**config.mk**
```make
export PLATFORM = sky130hd
export DESIGN_NAME = button_event_gen
export DESIGN_NICKNAME = d
export VERILOG_FILES = /design/src/rtl/button_pkg.sv /design/src/rtl/button_event_gen.sv
export SDC_FILE = /design/constraint.sdc
export NUM_CORES = 1
export LEC_CHECK = 0
export BUFFER_PORTS_ARGS = -buffer_cell sky130_fd_sc_hd__buf_4
export CORE_AREA = 2 2 57 59
export CTS_CLUSTER_DIAMETER = 40
export CTS_CLUSTER_SIZE = 25
export DETAILED_ROUTE_END_ITERATION = 7
export DIE_AREA = 0 0 59 61
export PLACE_DENSITY = 0.76
export SYNTH_ARGS = -nofsm -noshare
export SYNTH_HDL_FRONTEND = slang
export SYNTH_SLANG_ARGS = --single-unit
```
**constraint.sdc**
```tcl
create_clock -name clk -period 2.55 [get_ports clk]
set_input_delay 0.255 -clock clk [delete_from_list [all_inputs] [get_ports clk]]
set_output_delay 0.255 -clock clk [all_outputs]
set_load 0.01 [all_outputs]
```
**src/rtl/button_pkg.sv**
```systemverilog
// Shared types and default timing for the button event generators.
// Defaults assume a 25 MHz clock: 10 ms debounce, 160 ms repeat delay, 50 ms repeat period.
package button_pkg;

  typedef enum logic [2:0] {
    ST_IDLE,
    ST_DB_PRESS,
    ST_HOLD_DELAY,
    ST_HOLD_REPEAT,
    ST_DB_RELEASE
  } btn_state_t;

  localparam int CLK_HZ              = 25_000_000;
  localparam int DEF_DEBOUNCE_CYCLES = CLK_HZ / 100;      // 10 ms
  localparam int DEF_REPEAT_DELAY    = CLK_HZ / 100 * 16; // 160 ms
  localparam int DEF_REPEAT_PERIOD   = CLK_HZ / 20;       // 50 ms

  // Width able to hold the largest of the three timing values.
  function automatic int cnt_width(input int a, input int b, input int c);
    int m;
    m = a;
    if (b > m) m = b;
    if (c > m) m = c;
    return (m < 1) ? 1 : $clog2(m + 1);
  endfunction

endpackage

```
**src/rtl/button_event_gen.sv**
```systemverilog
// Turns a synchronised button level into debounced press/release pulses and
// DAS-style auto-repeat pulses while the button is held.
module button_event_gen
  import button_pkg::*;
#(
  parameter int DEBOUNCE_CYCLES = DEF_DEBOUNCE_CYCLES,
  parameter int REPEAT_DELAY    = DEF_REPEAT_DELAY,
  parameter int REPEAT_PERIOD   = DEF_REPEAT_PERIOD
) (
  input  logic clk,
  input  logic rst_n,
  input  logic btn_sync,
  output logic pressed,
  output logic press_pulse,
  output logic release_pulse,
  output logic repeat_pulse
);

  localparam int CW = cnt_width(DEBOUNCE_CYCLES, REPEAT_DELAY, REPEAT_PERIOD);
  localparam logic [CW-1:0] DB_LAST = CW'(DEBOUNCE_CYCLES - 1);
  localparam logic [CW-1:0] RD_LAST = (REPEAT_DELAY > 0) ? CW'(REPEAT_DELAY - 1) : '0;
  localparam logic [CW-1:0] RP_LAST = CW'(REPEAT_PERIOD - 1);
  localparam logic [CW-1:0] CNT_MAX = '1;

  btn_state_t    state_q, state_d;
  logic [CW-1:0] cnt_q, cnt_d, cnt_inc;
  logic          pressed_q, pressed_d;
  logic          press_q, press_d;
  logic          release_q, release_d;
  logic          repeat_q, repeat_d;
  logic          rel_start;

  assign cnt_inc = (cnt_q == CNT_MAX) ? cnt_q : cnt_q + CW'(1);

  always_comb begin
    state_d   = state_q;
    cnt_d     = cnt_inc;
    pressed_d = pressed_q;
    press_d   = 1'b0;
    release_d = 1'b0;
    repeat_d  = 1'b0;
    rel_start = 1'b0;
    case (state_q)
      ST_IDLE: begin
        pressed_d = 1'b0;
        cnt_d     = '0;
        if (btn_sync) begin
          if (DB_LAST == '0) begin
            state_d   = ST_HOLD_DELAY;
            press_d   = 1'b1;
            pressed_d = 1'b1;
          end else begin
            state_d = ST_DB_PRESS;
            cnt_d   = CW'(1);
          end
        end
      end
      ST_DB_PRESS: begin
        if (!btn_sync) begin
          state_d = ST_IDLE;
          cnt_d   = '0;
        end else if (cnt_q == DB_LAST) begin
          state_d   = ST_HOLD_DELAY;
          cnt_d     = '0;
          press_d   = 1'b1;
          pressed_d = 1'b1;
        end
      end
      ST_HOLD_DELAY: begin
        if (!btn_sync) begin
          rel_start = 1'b1;
        end else if (REPEAT_DELAY > 0 && cnt_q == RD_LAST) begin
          state_d  = ST_HOLD_REPEAT;
          cnt_d    = '0;
          repeat_d = 1'b1;
        end
      end
      ST_HOLD_REPEAT: begin
        if (!btn_sync) begin
          rel_start = 1'b1;
        end else if (cnt_q == RP_LAST) begin
          cnt_d    = '0;
          repeat_d = 1'b1;
        end
      end
      ST_DB_RELEASE: begin
        // A high sample here is bounce: go back to holding and restart the repeat delay.
        if (btn_sync) begin
          state_d = ST_HOLD_DELAY;
          cnt_d   = '0;
        end else if (cnt_q == DB_LAST) begin
          state_d   = ST_IDLE;
          cnt_d     = '0;
          release_d = 1'b1;
          pressed_d = 1'b0;
        end
      end
      default: begin
        state_d   = ST_IDLE;
        cnt_d     = '0;
        pressed_d = 1'b0;
      end
    endcase

    // First low sample while held counts as release sample 1.
    if (rel_start) begin
      if (DB_LAST == '0) begin
        state_d   = ST_IDLE;
        cnt_d     = '0;
        release_d = 1'b1;
        pressed_d = 1'b0;
      end else begin
        state_d = ST_DB_RELEASE;
        cnt_d   = CW'(1);
      end
    end
  end

  always_ff @(posedge clk or negedge rst_n) begin
    if (!rst_n) begin
      state_q   <= ST_IDLE;
      cnt_q     <= '0;
      pressed_q <= 1'b0;
      press_q   <= 1'b0;
      release_q <= 1'b0;
      repeat_q  <= 1'b0;
    end else begin
      state_q   <= state_d;
      cnt_q     <= cnt_d;
      pressed_q <= pressed_d;
      press_q   <= press_d;
      release_q <= release_d;
      repeat_q  <= repeat_d;
    end
  end

  assign pressed       = pressed_q;
  assign press_pulse   = press_q;
  assign release_pulse = release_q;
  assign repeat_pulse  = repeat_q;

endmodule

```
==> impl_metrics.toml, run 1 <==
[global_routing]
grt_max_degree = 30
antenna_found_initial = 0
grt-ovfl-total = 0
grt_pass1_vias = 1393
grt_pass1_wl_um = 6330
grt_use_total = 0.238

[run_status]
outcome = "finished clean"

[critical_path]
crit_path_max_incr_delay_ns = 0.53
crit_type = "reg2reg"
cp_max_fo = 10
crit_path_top_delay_cell = "or4b_4"
reg2reg_from = "cnt_q[13]"
worstSetupStartpoint = "cnt_q[13]"
start_kind = "flip-flop"
crit_chain = "nor4_2 > or4b_4 > or3_4 > a22oi_4 > buf_4 > a21oi_1"
reg2reg_depth = 6
crit_arrival_ns = 2.67
end_kind = "flip-flop"
cp.required_ns = 2.77

[placement]
io_buffers = 6
gp_congestion = 0.871
place_ws_ns = 0.126
hpwl_um = 2730

[clock_network]
clockBufferDepth = 2
post_cts_buffers = 0
htree_num_levels = 2
cts-root-buf = "clkbuf_4"
cts_buffers = 5
cts.sinks = 29
cts_tree = "built"
path_clk_slew_ns = 0.09
clkLatencyLatePin_ns = 0.34

[power]
ir_drop_v = 0.000311
pwr-share-clk = 0.357
pwr-share-seq = 0.588
fin_total_pwr_mw = 0.800
power_density_nw_per_um2 = 427
p_int_mw = 0.610
p_sw_frac = 0.237
p_leak_nw = 0.693
power_switching_mw = 0.190
combPwrFrac = 0.056

[detailed_routing]
vias = 1503
via_per_inst = 6.34
wl_met1_um = 1730
drt_iter0_drc = 87
drc = 0
routed_wl_um = 3800
postRouteAntennaNets = 0
firstDrtPassIters = 4
highest_layer = "met4"
met2WireLength_um = 1770
post_drt_wl_per_cell_um = 16.0
met3_wirelength_um = 199

[flow_run]
drv_cap = 0

[die]
ios = 7
initial_core_util = 0.583
die_w_um = 59
die_h_um = 61
rows = 20
die-area_um2 = 3600
core_area_um2 = 2950

[sta]
hold_ws_ns = 0.138
rsz0062_at_grt = "false"
final-setup-viol-count = 0
tns_ns = 0
clock_skew_ns = 0.00745
hold_viol = 0
worst_slack_ns = 0.102
post-route-period-util = 0.960
min_period_ns = 2.45
fmaxAchievable_mhz = 408
drv_slew = 0
tightest_slew_ns = 0.664
relSlewSlack = 0.553

[final_layout]
syn_to_final_growth_pct = 8.80
drive_above_1_share = 0.152
final_cell_mix = "29 x dfrtp_1, 22 x nor2_1, 13 x nand2_1, 13 x buf_4"
nets = 208
layout_commonest_cell = "dfrtp_1"
n_fill_cell = 252
antenna_cells = 0

[synthesis]
synthCells = 191
synth_area_um2 = 1720
ys_ff_latch = 29
synth_ff_type = "dfrtp_1"
ys_seq_area_frac = 0.422
syn_nets = 195
ys_warn_count = 0
async_reset_ff_frac = 1.00
ys_types = 43
synth_edf_count = 0
avgSynthCellArea_um2 = 9.01

[min_path]
hp-start = "btn_sync"
worst_hold_path.num_cells = 2
min_path_type = "in2reg"
==> power by group through the flow <==
stage | registers, mW | logic (mW) | clock network (mW)
2_1_floorplan | 0.477 | 0.0286 | 0
3_3_place_gp | 0.478 | 0.0425 | 0
3_5_place_dp | 0.479 | 0.0433 | 0
4_1_cts | 0.470 | 0.0449 | 0.296
5_1_grt | 0.471 | 0.0502 | 0.310
6_report | 0.470 | 0.0444 | 0.285
==> registers in the layout, indices dropped and copies added, names as in the netlist <==
name and count:
press_pulse 1, pressed 1, cnt_q 22, release_pulse 1
repeat_pulse 1, state_q 3
==> final timing paths <==
check	slack, ns	endpoint
max in group asynchronous	1.91	cnt_q[6]
min in group asynchronous	0.37	state_q[1]
setup / recovery	0.10	cnt_q[19]
hold / removal	0.14	state_q[2]
hold reg to reg	0.60	cnt_q[1]
setup reg to reg	0.10	cnt_q[19]
==> per-layer routing <==
layer | GRT usage | up-vias
li1 | - | 722
met4 | 0.117 | 0
met2 | 0.383 | 63
met5 | 0 | -
met1 | 0.315 | 705
met3 | 0.0384 | 13
==> metrics by stage <==
stage / instances / instance area [µm²] / utilization
3_3_place_gp: 229 / 1810 / 0.612
2_1_floorplan: 191 / 1720 / -
6_report: 237 / 1870 / 0.634
4_1_cts: 237 / 1870 / 0.634
5_1_grt: 237 / 1870 / 0.634
3_5_place_dp: 229 / 1810 / 0.612
==> cell families (layout without fill, tap and decap cells) <==
logic type | Yosys count | count (layout) | synth area share
AO/OA/AOI/OAI | 31 | 31 | 0.129
XOR/XNOR | 12 | 12 | 0.0611
adder cells (fa/ha/maj) | 1 | 1 | 0.00727
buffers and inverters | 16 | 29 | 0.0480
flip-flops | 29 | 29 | 0.422
multiplexers | 2 | 2 | 0.0116
AND/OR/NAND/NOR | 100 | 100 | 0.321
==> final cells by class <==
class,count,area [µm²],area share
Timing Repair Buffer,14,108,0.0575
Sequential cell,29,726,0.388
Tap cell,33,41.3,0.0221
Clock buffer,7,55.1,0.0294
Inverter,8,30.0,0.0160
Multi-Input combinational cell,146,912,0.487
==> what timing repair did <==
item	CTS	global route
hold endpoints to repair	29	0
gates resized for setup	0	0
setup endpoints to repair	0	0
hold buffers	1	0
==> worst max-delay path, delay by kind of cell, from the launching register on <==
family	cells	cell delay, ns
AOI/OAI and AO/OA	2	0.35
buffers and inverters	1	0.23
DFF	1	0.44
and+or+nand+nor	3	1.32
==> Yosys cell counts, types with 2 or more instances <==
master | instances | share of area
a32oi_1 | 2 | 0.010
nand2b_1 | 2 | 0.0073
nor2_1 | 22 | 0.048
nand4_1 | 8 | 0.029
nand2_1 | 13 | 0.028
buf_6 | 3 | 0.020
and3_1 | 4 | 0.015
or2_2 | 3 | 0.011
inv_1 | 8 | 0.017
nor4_1 | 5 | 0.018
a211oi_1 | 2 | 0.0087
mux2i_1 | 2 | 0.012
a21boi_0 | 2 | 0.0087
xnor2_1 | 11 | 0.056
dfrtp_1 | 29 | 0.42
nand3b_1 | 2 | 0.0087
nor3_1 | 9 | 0.026
a21oi_1 | 10 | 0.029
nor4b_1 | 2 | 0.010
o21ai_0 | 7 | 0.020
or3_1 | 8 | 0.029
nand3_1 | 11 | 0.032
clkbuf_1 | 5 | 0.011
nor2b_1 | 2 | 0.0073
Power figures use the tool's default switching activity.
==> run 2: changes to the inputs <==
- ABC_AREA: default -> 1
- CORE_AREA: 2 2 57 59 -> 2 2 61 63
- DIE_AREA: 0 0 59 61 -> 0 0 63 65
==> run 2 against run 1 <==
Against the previous run:
- clock skew increased by 0.0017 ns
- combinational power increased to 11 times the previous value
- register-to-register slack better by 0.46 ns
- cell area up 13%
- area after synthesis increased by 15%
- wire length is 16% higher
- flip-flop and latch count unchanged
- utilization fell by 3.0 points
- clock power hardly changed
- global-route usage rose by 1.5 points
==> impl_metrics.toml, run 2 <==
[sta]
relSlewSlack = 0.712
post-route-period-util = 0.781
rsz0062_at_grt = "false"
fmaxAchievable_mhz = 502
hold_viol = 0
final-setup-viol-count = 0
hold_ws_ns = 0.214
tns_ns = 0
drv_slew = 0
min_period_ns = 1.99
tightest_slew_ns = 0.430
clock_skew_ns = 0.00915

[clock_network]
htree_num_levels = 2
cts-root-buf = "clkbuf_4"
clockBufferDepth = 2
path_clk_slew_ns = 0.09
cts_buffers = 5
cts_tree = "built"
clkLatencyLatePin_ns = 0.33
post_cts_buffers = 0
cts.sinks = 29

[synthesis]
yosysMostFrequentCell = "nand2_1"
synthCells = 301
synth_top_area_frac = 0.367
yosysTopAreaCell = "dfrtp_1"
synth_area_um2 = 1980
synth_area_leaders = "dfrtp_1 37%, nand2_1 13%, nor2_1 12%, inv_1 8.5%, nand3_1 6.3%"
synth_edf_count = 0
ys_warn_count = 0
ys_seq_area_frac = 0.367
ys_types = 26
avgSynthCellArea_um2 = 6.57
synth_ff_type = "dfrtp_1"
syn_nets = 305
async_reset_ff_frac = 1.00
yosys-top-cells-count = "71 x nand2_1, 64 x nor2_1, 45 x inv_1, 29 x dfrtp_1, 25 x nand3_1"
ys_ff_latch = 29

[power]
power_density_nw_per_um2 = 614
pwr-share-clk = 0.221
pwr-share-seq = 0.419
combPwrFrac = 0.360
p_leak_nw = 1.00
p_sw_frac = 0.400
p_int_mw = 0.778
power_switching_mw = 0.519
ir_drop_v = 0.000584

[global_routing]
grt_max_degree = 30
antenna_found_initial = 0
grt_pass1_wl_um = 8010
grt-ovfl-total = 0
grt_pass1_vias = 1783
grt_use_total = 0.254

[min_path]
min_path_type = "in2reg"

[final_layout]
antenna_cells = 0
final_cell_mix = "71 x nand2_1, 64 x nor2_1, 45 x inv_1"
reg_top3 = "cnt_q x22, state_q x3"
drive_above_1_share = 0.0836
finish.utilization = 0.604
largest_reg_flops = 22
n_fill_cell = 359
layout_commonest_cell = "nand2_1"
largest_register = "cnt_q"
fin_area_um2 = 2110
nets = 315
syn_to_final_growth_pct = 6.70

[detailed_routing]
drc = 0
routed_wl_um = 4420
via_per_inst = 5.14
drt_iter0_drc = 139
firstDrtPassIters = 4
post_drt_wl_per_cell_um = 12.3
postRouteAntennaNets = 0
vias = 1844

[die]
rows = 22
core_area_um2 = 3500
die_h_um = 65
die-area_um2 = 4100
die_w_um = 63
ios = 7
initial_core_util = 0.566

[critical_path]
end_kind = "flip-flop"
crit_arrival_ns = 2.20
cp_max_fo = 20
crit_type = "reg2reg"
start_kind = "flip-flop"
cp.required_ns = 2.75

[placement]
io_buffers = 6
hpwl_um = 3330
place_area_um2 = 2050
gp_congestion = 0.949

[flow_run]
drv_cap = 0

[run_status]
outcome = "finished clean"
==> run 2: through the flow <==
| step | worst slack (ns) | power, mW | std cells |
|---|---|---|---|
| 2_1_floorplan | 0.959 | 0.969 | 301 |
| 3_3_place_gp | 0.629 | 1.01 | 351 |
| 3_5_place_dp | 0.545 | 1.02 | 351 |
| 4_1_cts | 0.532 | 1.31 | 359 |
| 5_1_grt | 0.320 | 1.41 | 359 |
| 6_report | 0.558 | 1.30 | 359 |
==> run 2: worst max-delay path: stages, from the launching register on <==
cell and delay, ns:
dfrtp_1 0.40, ha_1 0.24, nand3_2 0.15, nor2_2 0.19, nand3_1 0.16, o21ai_2 0.15, nand3_2 0.12, nand2_2 0.35
nor2_1 0.10
==> run 2: kinds of logic after synthesis <==
family / after synthesis / share of synthesized area
AND/OR/NAND/NOR: 189 / 0.412
buffers and inverters: 51 / 0.108
XOR/XNOR: 12 / 0.0531
AO/OA/AOI/OAI: 19 / 0.0538
adder cells (fa/ha/maj): 1 / 0.00632
flip-flops: 29 / 0.367
==> run 2: final timing paths <==
kind	startpoint	to	slack, ns	cells after the start
max in group asynchronous	rst_n	cnt_q[2]	1.89	2
setup reg to reg	cnt_q[0]	cnt_q[14]	0.56	8
hold / removal	btn_sync	repeat_pulse	0.21	3
min in group asynchronous	rst_n	cnt_q[19]	0.38	2
hold reg to reg	pressed	pressed	0.52	2
setup / recovery	cnt_q[0]	cnt_q[14]	0.56	8
==> run 2: power by group through the flow <==
stage	sequential (mW)	combinational [mW]	clock [mW]
final	0.544	0.467	0.286
after CTS	0.544	0.474	0.296
after detailed placement	0.553	0.469	0
after floorplan	0.545	0.424	0
after global placement	0.551	0.463	0
after global routing	0.551	0.545	0.309
==> run 2: what timing repair did <==
| item | CTS | global route |
|---|---|---|
| gates resized for setup | 0 | 0 |
| hold buffers | 1 | 0 |
| endpoints found under the hold margin | 29 | 0 |
| endpoints found under the setup margin | 0 | 0 |
==> run 2: final cells by class <==
class / instances / area [µm²] / area share
multi-input combinational: 221 / 1040 / 0.492
sequential: 29 / 726 / 0.344
inverter: 47 / 176 / 0.0836
tap: 48 / 60.1 / 0.0285
clock buffer: 7 / 55.1 / 0.0261
timing repair buffer: 7 / 55.1 / 0.0261
==> run 2: routing by layer <==
| metal | GRT usage | wire, µm |
|---|---|---|
| met5 | 0 | 0 |
| met1 | 0.310 | 2000 |
| met2 | 0.426 | 2120 |
| met3 | 0.0469 | 167 |
| met4 | 0.133 | 127 |
==> run 3: changes to the inputs <==
- clock period: 2.55 -> 1.9 ns (I/O delays scaled with it)
==> run 3 against run 2 <==
Against the previous run:
- clock power grew 25%
- combinational power grew 67%
- final cell count grew 1.7%
- wire length grew 4.2%
- largest cell class unchanged
- flip-flop and latch count is the same
- clock skew shrank 0.0040 ns
- utilization grew 2.1 points
- largest power group is now combinational logic
- cell area grew 3.5%
- count of clock-buffer cells in the layout shrank 1
- maximum frequency grew 14%
- register-to-register slack lost 0.40 ns
==> impl_metrics.toml, run 3 (same netlist as run 2, synthesis figures left out) <==
[placement]
io_buffers = 6
place_area_um2 = 2080
hpwl_um = 3460
gp_congestion = 0.942

[critical_path]
end_kind = "flip-flop"
crit_arrival_ns = 2.02
crit_chain = "ha_2 > nand3_4 > inv_2 > nand3_2 > nor2_2 > nand2_4 > inv_1 > o21ai_1 > nor2_2"
cp_top_family = "simple AND/OR/NAND/NOR gates"
crit_type = "reg2reg"
cp_max_fo = 19
path_buf_inv = 2
crit_path_top_delay_cell = "dfrtp_1"
cp_common_cell = "nor2_2"
crit_path_max_incr_delay_ns = 0.38
start_kind = "flip-flop"
cp.required_ns = 2.17

[clock_network]
clockBufferDepth = 2
cts-root-buf = "clkbuf_4"
htree_num_levels = 2
cts_tree = "built"
cts_buffers = 5
cts.sinks = 29
clkLatencyLatePin_ns = 0.33
path_clk_slew_ns = 0.09

[final_layout]
fin_area_um2 = 2180
largest_register = "cnt_q"
final_cell_mix = "71 x nand2_1, 63 x nor2_1, 45 x inv_1"
reg_top3 = "cnt_q x22, state_q x3"
drive_above_1_share = 0.110
antenna_cells = 0
nets = 320
largest_reg_flops = 22
layout_commonest_cell = "nand2_1"
syn_to_final_growth_pct = 10.4
n_fill_cell = 336

[detailed_routing]
postRouteAntennaNets = 0
post_drt_wl_per_cell_um = 12.6
vias = 1919
routed_wl_um = 4610
drc = 0
via_per_inst = 5.26
firstDrtPassIters = 5
drt_iter0_drc = 199

[global_routing]
grt-ovfl-total = 0
grt_use_total = 0.250
antenna_found_initial = 0
grt_pass1_wl_um = 7910
grt_max_degree = 30
grt_pass1_vias = 1724

[sta]
clock_skew_ns = 0.00519
min_period_ns = 1.75
drv_slew = 0
hold_viol = 0
tns_ns = 0
rsz0062_at_grt = "false"
final-setup-viol-count = 0
post-route-period-util = 0.919
fmaxAchievable_mhz = 573
tightest_slew_ns = 0.364
relSlewSlack = 0.757

[die]
die-area_um2 = 4100
rows = 22
core_area_um2 = 3500
die_h_um = 65
die_w_um = 63
initial_core_util = 0.566
ios = 7

[min_path]
min_path_type = "in2reg"

[power]
combPwrFrac = 0.417
pwr-share-seq = 0.391
power_switching_mw = 0.744
ir_drop_v = 0.000618
power_density_nw_per_um2 = 853
pwr-share-clk = 0.191
p_sw_frac = 0.399
p_leak_nw = 1.05
p_int_mw = 1.12

[flow_run]
drv_cap = 0

[run_status]
outcome = "finished clean"
## run 3: tightest hold or removal path, delay by kind of cell
kind                   cells  cell delay [ns]
AOI/OAI and AO/OA          1             0.04
buffers and inverters      1             0.15
and+or+nand+nor            1             0.07
## run 3: worst paths after layout
check | cells past startpoint | to | slack (ns) | startpoint
setup / recovery | 9 | cnt_q[1] | 0.15 | cnt_q[1]
hold / removal | 3 | repeat_pulse | 0.16 | btn_sync
setup reg to reg | 9 | cnt_q[1] | 0.15 | cnt_q[1]
hold reg to reg | 2 | pressed | 0.51 | pressed
max in group asynchronous | 2 | press_pulse | 1.31 | rst_n
min in group asynchronous | 2 | cnt_q[6] | 0.32 | rst_n
## run 3: power by group through the flow
stage / Clock, mW / Combinational, mW / Sequential (mW)
2_1_floorplan: 0 / 0.569 / 0.732
3_3_place_gp: 0 / 0.739 / 0.741
3_5_place_dp: 0 / 0.742 / 0.744
4_1_cts: 0.377 / 0.748 / 0.732
6_report: 0.357 / 0.778 / 0.730
5_1_grt: 0.402 / 0.866 / 0.737
## run 3: layout make-up
cell class	count	area, µm²	area share
repair buffers	12	105	0.0481
clock buffers	6	41.3	0.0189
inverters	47	176	0.0808
clock inverters	2	10.0	0.00458
flip-flops and latches	29	726	0.332
multi-input cells	221	1070	0.488
well taps	48	60.1	0.0275
## run 3: metrics by stage
step / hold slack, ns / power (mW) / std cells / setup slack (ns) / util
2_1_floorplan: -0.106 / 1.30 / 301 / 0.309 / -
3_3_place_gp: 0.131 / 1.48 / 354 / 0.107 / 0.595
3_5_place_dp: 0.134 / 1.49 / 354 / 0.0546 / 0.595
4_1_cts: 0.146 / 1.86 / 363 / 0.0332 / 0.613
5_1_grt: 0.161 / 2.01 / 365 / 0.000896 / 0.625
6_report: 0.159 / 1.86 / 365 / 0.154 / 0.625
## run 3: layer usage
layer,wire length [µm],GRT usage,vias to the layer above
met5,0,0,-
li1,-,-,966
met1,2080,0.337,882
met4,110,0.100,0
met3,230,0.0538,11
met2,2190,0.391,60
## run 3: timing repair
item / CTS / global route
setup endpoints to repair: 0 / 23
endpoints found under the hold margin: 29 / 0
hold buffers: 1 / 0
buffers inserted: 0 / 2
resized for setup: 0 / 6
